### config.mk
export PLATFORM = sky130hd
export DESIGN_NAME = regfile_scoreboard
export DESIGN_NICKNAME = d
export VERILOG_FILES = /design/src/rtl/regfile_scoreboard.sv
export SDC_FILE = /design/constraint.sdc
export NUM_CORES = 2
export LEC_CHECK = 0
export BUFFER_PORTS_ARGS = -buffer_cell sky130_fd_sc_hd__buf_2
export CORE_AREA = 3 3 333 400
export CTS_CLUSTER_DIAMETER = 100
export DETAILED_ROUTE_END_ITERATION = 8
export DIE_AREA = 0 0 336 403
export GPL_ROUTABILITY_DRIVEN = 1
export HOLD_SLACK_MARGIN = 0.1
export SETUP_SLACK_MARGIN = 0.02
export SYNTH_ARGS = -nofsm -noshare
export SYNTH_HDL_FRONTEND = slang
export SYNTH_SLANG_ARGS = --single-unit
### constraint.sdc
create_clock -name clk -period 35.6 [get_ports clk]
set_input_delay 5.34 -clock clk [delete_from_list [all_inputs] [get_ports clk]]
set_output_delay 5.34 -clock clk [all_outputs]
set_load 0.03 [all_outputs]
### src/rtl/regfile_scoreboard.sv
// regfile_scoreboard: 2R1W register file with write-first bypass and a per-register busy scoreboard
`ifndef DATA_WIDTH
`define DATA_WIDTH 32
`endif
module regfile_scoreboard #(
  parameter int DATA_WIDTH = `DATA_WIDTH,
  parameter int ADDR_WIDTH = 5,
  parameter bit ZERO_REG = 1'b1
) (
  input  logic                  clk,
  input  logic                  rst,
  input  logic [ADDR_WIDTH-1:0] rs1,
  input  logic [ADDR_WIDTH-1:0] rs2,
  output logic [DATA_WIDTH-1:0] rd1,
  output logic [DATA_WIDTH-1:0] rd2,
  input  logic                  wr,
  input  logic [ADDR_WIDTH-1:0] rd,
  input  logic [DATA_WIDTH-1:0] wd,
  input  logic                  issue,
  input  logic [ADDR_WIDTH-1:0] issue_rd,
  output logic                  busy1,
  output logic                  busy2,
  output logic                  stall,
  output logic [ADDR_WIDTH:0]   busy_count
);
  localparam int NUM_REGS = 2**ADDR_WIDTH;
  logic [DATA_WIDTH-1:0] regs_q [NUM_REGS];
  logic [DATA_WIDTH-1:0] regs_d [NUM_REGS];
  logic [NUM_REGS-1:0] busy_q, busy_d;
  logic [ADDR_WIDTH:0] busy_count_q, busy_count_d;
  logic z1, z2, zi, zw, hit1, hit2, hiti;
  always_comb begin
    z1 = ZERO_REG && rs1 == '0;
    z2 = ZERO_REG && rs2 == '0;
    zi = ZERO_REG && issue_rd == '0;
    zw = ZERO_REG && rd == '0;
    hit1 = wr && rd == rs1;
    hit2 = wr && rd == rs2;
    hiti = wr && rd == issue_rd;
    rd1 = z1 ? '0 : hit1 ? wd : regs_q[rs1];
    rd2 = z2 ? '0 : hit2 ? wd : regs_q[rs2];
    busy1 = !z1 && busy_q[rs1] && !hit1;
    busy2 = !z2 && busy_q[rs2] && !hit2;
    stall = issue && (busy1 || busy2 || (busy_q[issue_rd] && !hiti));
    busy_count = busy_count_q;
  end
  // writeback clears first so a same-edge accepted issue to the same index leaves it set
  always_comb begin
    regs_d = regs_q;
    busy_d = busy_q;
    if (wr && !zw) regs_d[rd] = wd;
    if (wr) busy_d[rd] = 1'b0;
    if (issue && !stall && !zi) busy_d[issue_rd] = 1'b1;
    busy_count_d = '0;
    for (int i = 0; i < NUM_REGS; i++) busy_count_d = busy_count_d + (ADDR_WIDTH+1)'(busy_d[i]);
  end
  always_ff @(posedge clk or posedge rst) begin
    if (rst) begin
      for (int i = 0; i < NUM_REGS; i++) regs_q[i] <= '0;
      busy_q <= '0;
      busy_count_q <= '0;
    end else begin
      regs_q <= regs_d;
      busy_q <= busy_d;
      busy_count_q <= busy_count_d;
    end
  end
endmodule

; ---- After elaboration in Yosys (flattened, before gate mapping)
; Cells that the tools add are included.
[classes]
n_addsub = 31
n_lt_le_gt_ge = 10
n_eq_ne = 3
muxes = 25
n_bitwise = 6
reduce_logical = 29
[ops]
columns = operator, count
row1 = bitwise mux 1024 bit, 1
row2 = 2-to-1 mux 32 bit, 11
row3 = binary-select mux 32 bit (select 5 bit), 2
row4 = demux 32 bit (select 5 bit), 1
row5 = adder 6 x 1 -> 6 bit, 26
row6 = bitwise AND 32 bit, 1
row7 = NOT 32 bit, 1
row8 = OR 32 bit, 1
row9 = < comparator 5 x 6 -> 1 bit (second input constant), 4
row10 = zero test 5 bit, 4
row11 = >= comparator 6 bit (second input constant), 3
row12 = NOT 5 -> 6 bit, 3
row13 = binary-select mux 1 bit (select 5 bit), 3
row14 = equality test 5 bit, 3
row15 = logical AND 1 bit, 15
row16 = demux 1 bit (select 5 bit), 2
row17 = >= comparator 5 x 1 -> 1 bit (second input constant), 2
row18 = zero test 1 bit, 8
row19 = adder 5 x 1 -> 6 bit, 1
row20 = < comparator 6 x 1 -> 1 bit (second input constant), 1
row21 = adder 4 x 1 -> 5 bit, 1
row22 = 2-to-1 mux 1 bit, 5
row23 = adder 3 x 1 -> 4 bit, 1
row24 = adder 2 x 1 -> 3 bit, 1
row25 = 2 further kinds, 3
[totals]
ff_bits = 1062
output_inout_bits = 73

; ---- Longest topological paths before layout
[depth]
depth_word = 42
mapped_depth = 27

; ---- Worst setup path after synthesis
; Ideal clock, no wire load.
[synth_timing]
kind = input to output
from = in rs2[3]
to = out stall
arrival_time_ps = 7514
path_slack_ps = 22746
stages = 8
n_path_buf = 2
path_cell_list = clkbuf_1 xor2_1 nor4_1 a31o_2 and4bb_4 o21ba_2 buf_2 a21boi_0
[synth_via]
elab_chain_cells = 7
word_cells_on_any_way = 12
cone_classes = 1 x eq/ne / 2 x mux / 9 x reduce/logical
[synth_rtl]
columns = element, line
row1 = from (decl), 13  ; input logic [ADDR_WIDTH-1:0] rs2,
row2 = "binary-select mux 1 bit (select 5 bit), or another cell as far along", 43  ; busy2 = !z2 && busy_q[rs2] && !hit2;
row3 = "2-to-1 mux 1 bit (not written as such), or another cell as far along", 43
row4 = logical AND 1 bit / zero test 1 bit (equally long branches), 43
row5 = logical AND 1 bit (*), 43
row6 = via busy2, 22  ; output logic busy2,
row7 = logical OR 1 bit (*) (2 in series), 44  ; stall = issue && (busy1 || busy2 || (busy_q[issue_rd] && !hiti));
row8 = logical AND 1 bit (*), 44
row9 = to (decl), 23  ; output logic stall,
; The timed path passes the listed nets; every way through them passes the cells marked *. The select of a mux whose other input is x is not followed.

; ---- Final worst setup path
[layout_timing]
from = in rs2[0]
to = out rd2[12]
[layout_via]
elab_chain_cells = 6
word_cells_on_any_way = 9
cone_classes = 1 x eq/ne / 5 x mux / 1 x bitwise / 2 x reduce/logical
[layout_rtl]
columns = element, line
row1 = NOT 5 -> 6 bit (not written as such), 41  ; rd2 = z2 ? '0 : hit2 ? wd : regs_q[rs2];
row2 = binary-select mux 32 bit (select 5 bit), 41
row3 = 2-to-1 mux 32 bit (not written as such) (2 in series), 41
row4 = 2-to-1 mux 32 bit, 41
row5 = 2-to-1 mux 32 bit (*), 41
row6 = to (decl), 15  ; output logic [DATA_WIDTH-1:0] rd2,
; Mark *: on every way between the ends. The rest lies on a longest branch, timed or not. The select of a mux whose other input is x is not followed.

==> impl_summary.md <==
Detailed routing
The remaining design rule violation count is 0. The length of the first detailed-routing pass in iterations is 5. The routed layout has 35262 vias.

The final layout contains routed wiring with a total length of 174000 um. The first-iteration detailed-routing DRC count is 2865. The detail route stage leaves a number of antenna-violating nets equal to 0. The vias per cell is 6.54. In the final routed layout, each cell accounts on average for 32.3 um.

Global route
Entering global routing, the biggest net connects 110 pins. The via count of the first global-routing pass is 36561. The first-pass GRT wire length is 258000 um.

The number of antenna violations at the first check in global routing came to 7. Across every metal layer, demand over resource in global routing totals 26.1%. The total congestion overflow after global routing is 0.

Pwr
The share of total power dissipated in the clock network is 31.3%. The analysis attributes to cell leakage a power of 27.5 nW. The share of total power dissipated in combinational logic is 27.5%. The maximum vdd drop is 0.101 mV. Net switching is 29.5% of the power. The sequential share of power is 41.2%.

The cell area power density is 61.3 nW/um^2. The overall power is 3.91 mW. The net switching power of the design is 1.16 mW. Internal power comes to 2.76 mW.

Timing
Setup repair after global routing left no endpoint under its margin. The count of final hold-check violations was 0. The setup skew after layout is 0.0130 ns. Derived from the worst setup path, the maximum achievable clock frequency is 0.0671 GHz. The number of setup violations in the final report is 0. The clock period could shrink to 14.91 ns. The final critical path takes up 41.9% of the cycle. The final-report max-slew violation count is 0. The transition at the pin with the smallest max-transition slack is 1.22 ns. In the final timing run, aggregate negative setup slack is 0 ns. The normalized max-slew margin is 18.2%.

Logic synthesis
The number of nets handed over by synthesis was 3805. After synthesis, the cell types taking the most area are sky130_fd_sc_hd__dfrtp_1 (46%), sky130_fd_sc_hd__mux4_2 (25%), sky130_fd_sc_hd__mux2_2 (19%). The mean area per synthesized cell is 15.6 um^2. For this run, the number of Yosys warnings is 0.

The cell area that synthesis handed to floorplanning was 58200 um^2. Among all flip-flop cells after synthesis, the most frequent one is sky130_fd_sc_hd__dfrtp_1. The area share of the largest cell type after synthesis is 45.7%.

In this run, synthesis produced a sequential element count of 1062. The sequential fraction of the synthesis area is 45.7%. The number of instances in the synthesized netlist is 3718. The cell taking the most area after synthesis is sky130_fd_sc_hd__dfrtp_1.

The share of flip-flops with an asynchronous set or reset is 100%. The count of flip-flops with a built-in enable after synthesis is 0. The number of different library cells used by synthesis comes to 60.

Floorplanning
The initial core utilization is 44.8%. Measured along the x axis, the die boundary spans 336 um. 129 I/O pins were placed. The overall die area is 135000 um^2.

After floorplanning, the core was sized to cover 130000 um^2. The die extent in y is 403 um. The initialized floorplan defines 145 standard-cell rows.

Final layout
The filler cells instantiated in the layout total 11055. The top cell types in the final layout, fill and taps aside, are sky130_fd_sc_hd__dfrtp_1 (1062), sky130_fd_sc_hd__mux2_2 (992), sky130_fd_sc_hd__mux4_2 (640). The cell area after layout is 63900 um^2. The most frequent standard cell in the layout excluding fill and tap cells is sky130_fd_sc_hd__dfrtp_1. The share of layout cells above drive strength 1 is 56.3%.

From synthesis to final layout, the design area changed by 9.82%. After the last flow step, the layout net total stands at 3692. The final cell count without fillers is 5391.

Critical path
In this run the worst path has a maximum fanout of 72. The critical path is of the input pin to output pin type. The length in cells of the worst reg-to-reg path is 23. The source of the critical timing path is rs2[0].

In this run the critical register-to-register path is captured at busy_count[4]. The worst-case register-to-register setup slack is 28.69 ns. Data on the critical path is required at its endpoint by 30.26 ns.

In this run the worst setup path terminates at rd2[12]. The data arrival time of the critical path is 9.57 ns. STA classifies the critical path endpoint as an output pin. STA classifies the critical path startpoint as an input pin. The startpoint identified for the worst register-to-register timing path is busy_q[6].

CTS
TritonCTS built the clock tree. Post-CTS timing repair inserted 0 buffers for setup. The quantity of gates resized following cts is 0. The clock net sink count is 1062. After clock tree synthesis, the flow added hold-fix buffers numbering 0. The number of H-tree levels is 3. The clock tree root buffer cell is sky130_fd_sc_hd__clkbuf_16. The clock-pin slew reported for the worst setup and hold paths after clock tree synthesis is 0.06 ns.

At the later pin of the worst-skew pair, clock insertion delay measures 0.71 ns. The clock passes through at most 3 buffers. In this run, CTS created clock tree buffers numbering 110.

Hold path
The worst hold path class is register to register.

Placed design
Port buffering added 128 buffers. The HPWL after detailed placement is 91700 um. The post-placement cell area is 60000 um^2.

The number of placed instances, taps included, is 5183. The last weighted congestion value of the routability-driven placer is 0.823.

Job
The max-cap check violation count is 0.

Run status
The flow ran to the end, and the final reports show no timing, DRC or antenna violations.
## Yosys cell counts (5+ instances only)
master	number
sky130_fd_sc_hd__o31ai_1	5
sky130_fd_sc_hd__o31ai_2	19
sky130_fd_sc_hd__a22oi_1	6
sky130_fd_sc_hd__mux4_2	640
sky130_fd_sc_hd__nor3b_1	7
sky130_fd_sc_hd__o21ai_1	33
sky130_fd_sc_hd__buf_1	60
sky130_fd_sc_hd__a32oi_1	5
sky130_fd_sc_hd__xnor2_1	6
sky130_fd_sc_hd__nand3b_1	6
sky130_fd_sc_hd__nor3_1	10
sky130_fd_sc_hd__buf_6	5
sky130_fd_sc_hd__o21ai_0	46
sky130_fd_sc_hd__fa_1	24
sky130_fd_sc_hd__a32o_1	5
sky130_fd_sc_hd__mux2i_1	101
sky130_fd_sc_hd__clkbuf_1	252
sky130_fd_sc_hd__nor2_1	68
sky130_fd_sc_hd__inv_1	28
sky130_fd_sc_hd__o22ai_1	5
sky130_fd_sc_hd__ha_1	7
sky130_fd_sc_hd__a211oi_1	7
sky130_fd_sc_hd__nand3_1	14
sky130_fd_sc_hd__buf_2	105
sky130_fd_sc_hd__o31a_1	8
sky130_fd_sc_hd__mux2_2	992
sky130_fd_sc_hd__nor2b_1	6
sky130_fd_sc_hd__dfrtp_1	1062
sky130_fd_sc_hd__xor2_1	12
sky130_fd_sc_hd__nand2_1	121
## cells by family after synthesis
| group | Yosys count | share of synthesized area [%] |
|---|---|---|
| xor gates and xnor gates | 18 | 0.271 |
| and+or+nand+nor | 262 | 2.05 |
| DFF | 1062 | 45.7 |
| AOI/OAI and AO/OA | 159 | 1.97 |
| adders and majority gates | 31 | 0.977 |
| muxes | 1735 | 45.8 |
| buffers and inverters | 451 | 3.21 |
## routing by layer
layer	track usage, %	vias to the layer above	wire length [um]
li1	-	14160	-
met1	38.1	19658	76200
met2	40.6	1162	82100
met3	3.71	278	10400
met4	8.33	4	5410
met5	0	-	24
## sequential cells by signal, summed over array words and instances (netlist names)
name and cells:
busy_count 6, regs_q 1024, busy_q 32
## how the worst min path moves through the flow
stage / startpoint / endpoint / slack [ns] / cells past startpoint
2_1_floorplan: regs_q[1000] / regs_q[1000] / 0.44 / 1
3_3_place_gp: regs_q[1023] / regs_q[1023] / 0.38 / 0
3_5_place_dp: regs_q[1016] / regs_q[1016] / 0.38 / 0
4_1_cts: regs_q[1016] / regs_q[1016] / 0.40 / 0
5_1_grt: regs_q[996] / regs_q[996] / 0.40 / 0
6_report: regs_q[1021] / regs_q[1021] / 0.39 / 0
## area by class of cell
| cell class | count | area (um^2) | area share, % |
|---|---|---|---|
| Multi-Input combinational cell | 2205 | 30000 | 46.9 |
| Sequential cell | 1062 | 26600 | 41.6 |
| Clock buffer | 167 | 3350 | 5.25 |
| Tap cell | 1690 | 2110 | 3.31 |
| Timing Repair Buffer | 198 | 1240 | 1.95 |
| Clock inverter | 39 | 478 | 0.748 |
| Inverter | 28 | 118 | 0.184 |
| Antenna cell | 2 | 5.00 | 0.00784 |
## through the flow
| stage | util [%] | hold slack (ns) | setup WS, ns |
|---|---|---|---|
| 5_1_grt | 49.2 | 0.404 | 20.31 |
| 3_5_place_dp | 46.2 | 0.383 | 20.51 |
| 4_1_cts | 49.2 | 0.397 | 20.51 |
| 6_report | 49.2 | 0.395 | 20.69 |
| 3_3_place_gp | 46.2 | 0.377 | 20.47 |
| 2_1_floorplan | - | 0.441 | 0.366 |
## critical path, stage by stage
cell	delay, ns
sky130_fd_sc_hd__buf_8	0.61
sky130_fd_sc_hd__buf_4	0.94
sky130_fd_sc_hd__buf_4	0.79
sky130_fd_sc_hd__mux4_2	0.59
sky130_fd_sc_hd__mux4_2	0.50
sky130_fd_sc_hd__mux2i_1	0.25
sky130_fd_sc_hd__o21ai_1	0.18
sky130_fd_sc_hd__buf_2	0.27
## power groups by stage
stage | Combinational (mW) | Sequential [mW] | Clock [mW]
after global routing | 1.19 | 1.64 | 1.30
after floorplan | 0.865 | 1.58 | 0
after global placement | 1.09 | 1.61 | 0
final | 1.08 | 1.61 | 1.22
after detailed placement | 1.09 | 1.63 | 0
after CTS | 1.10 | 1.61 | 1.25
Note: power is estimated with default switching activity, not from simulation.
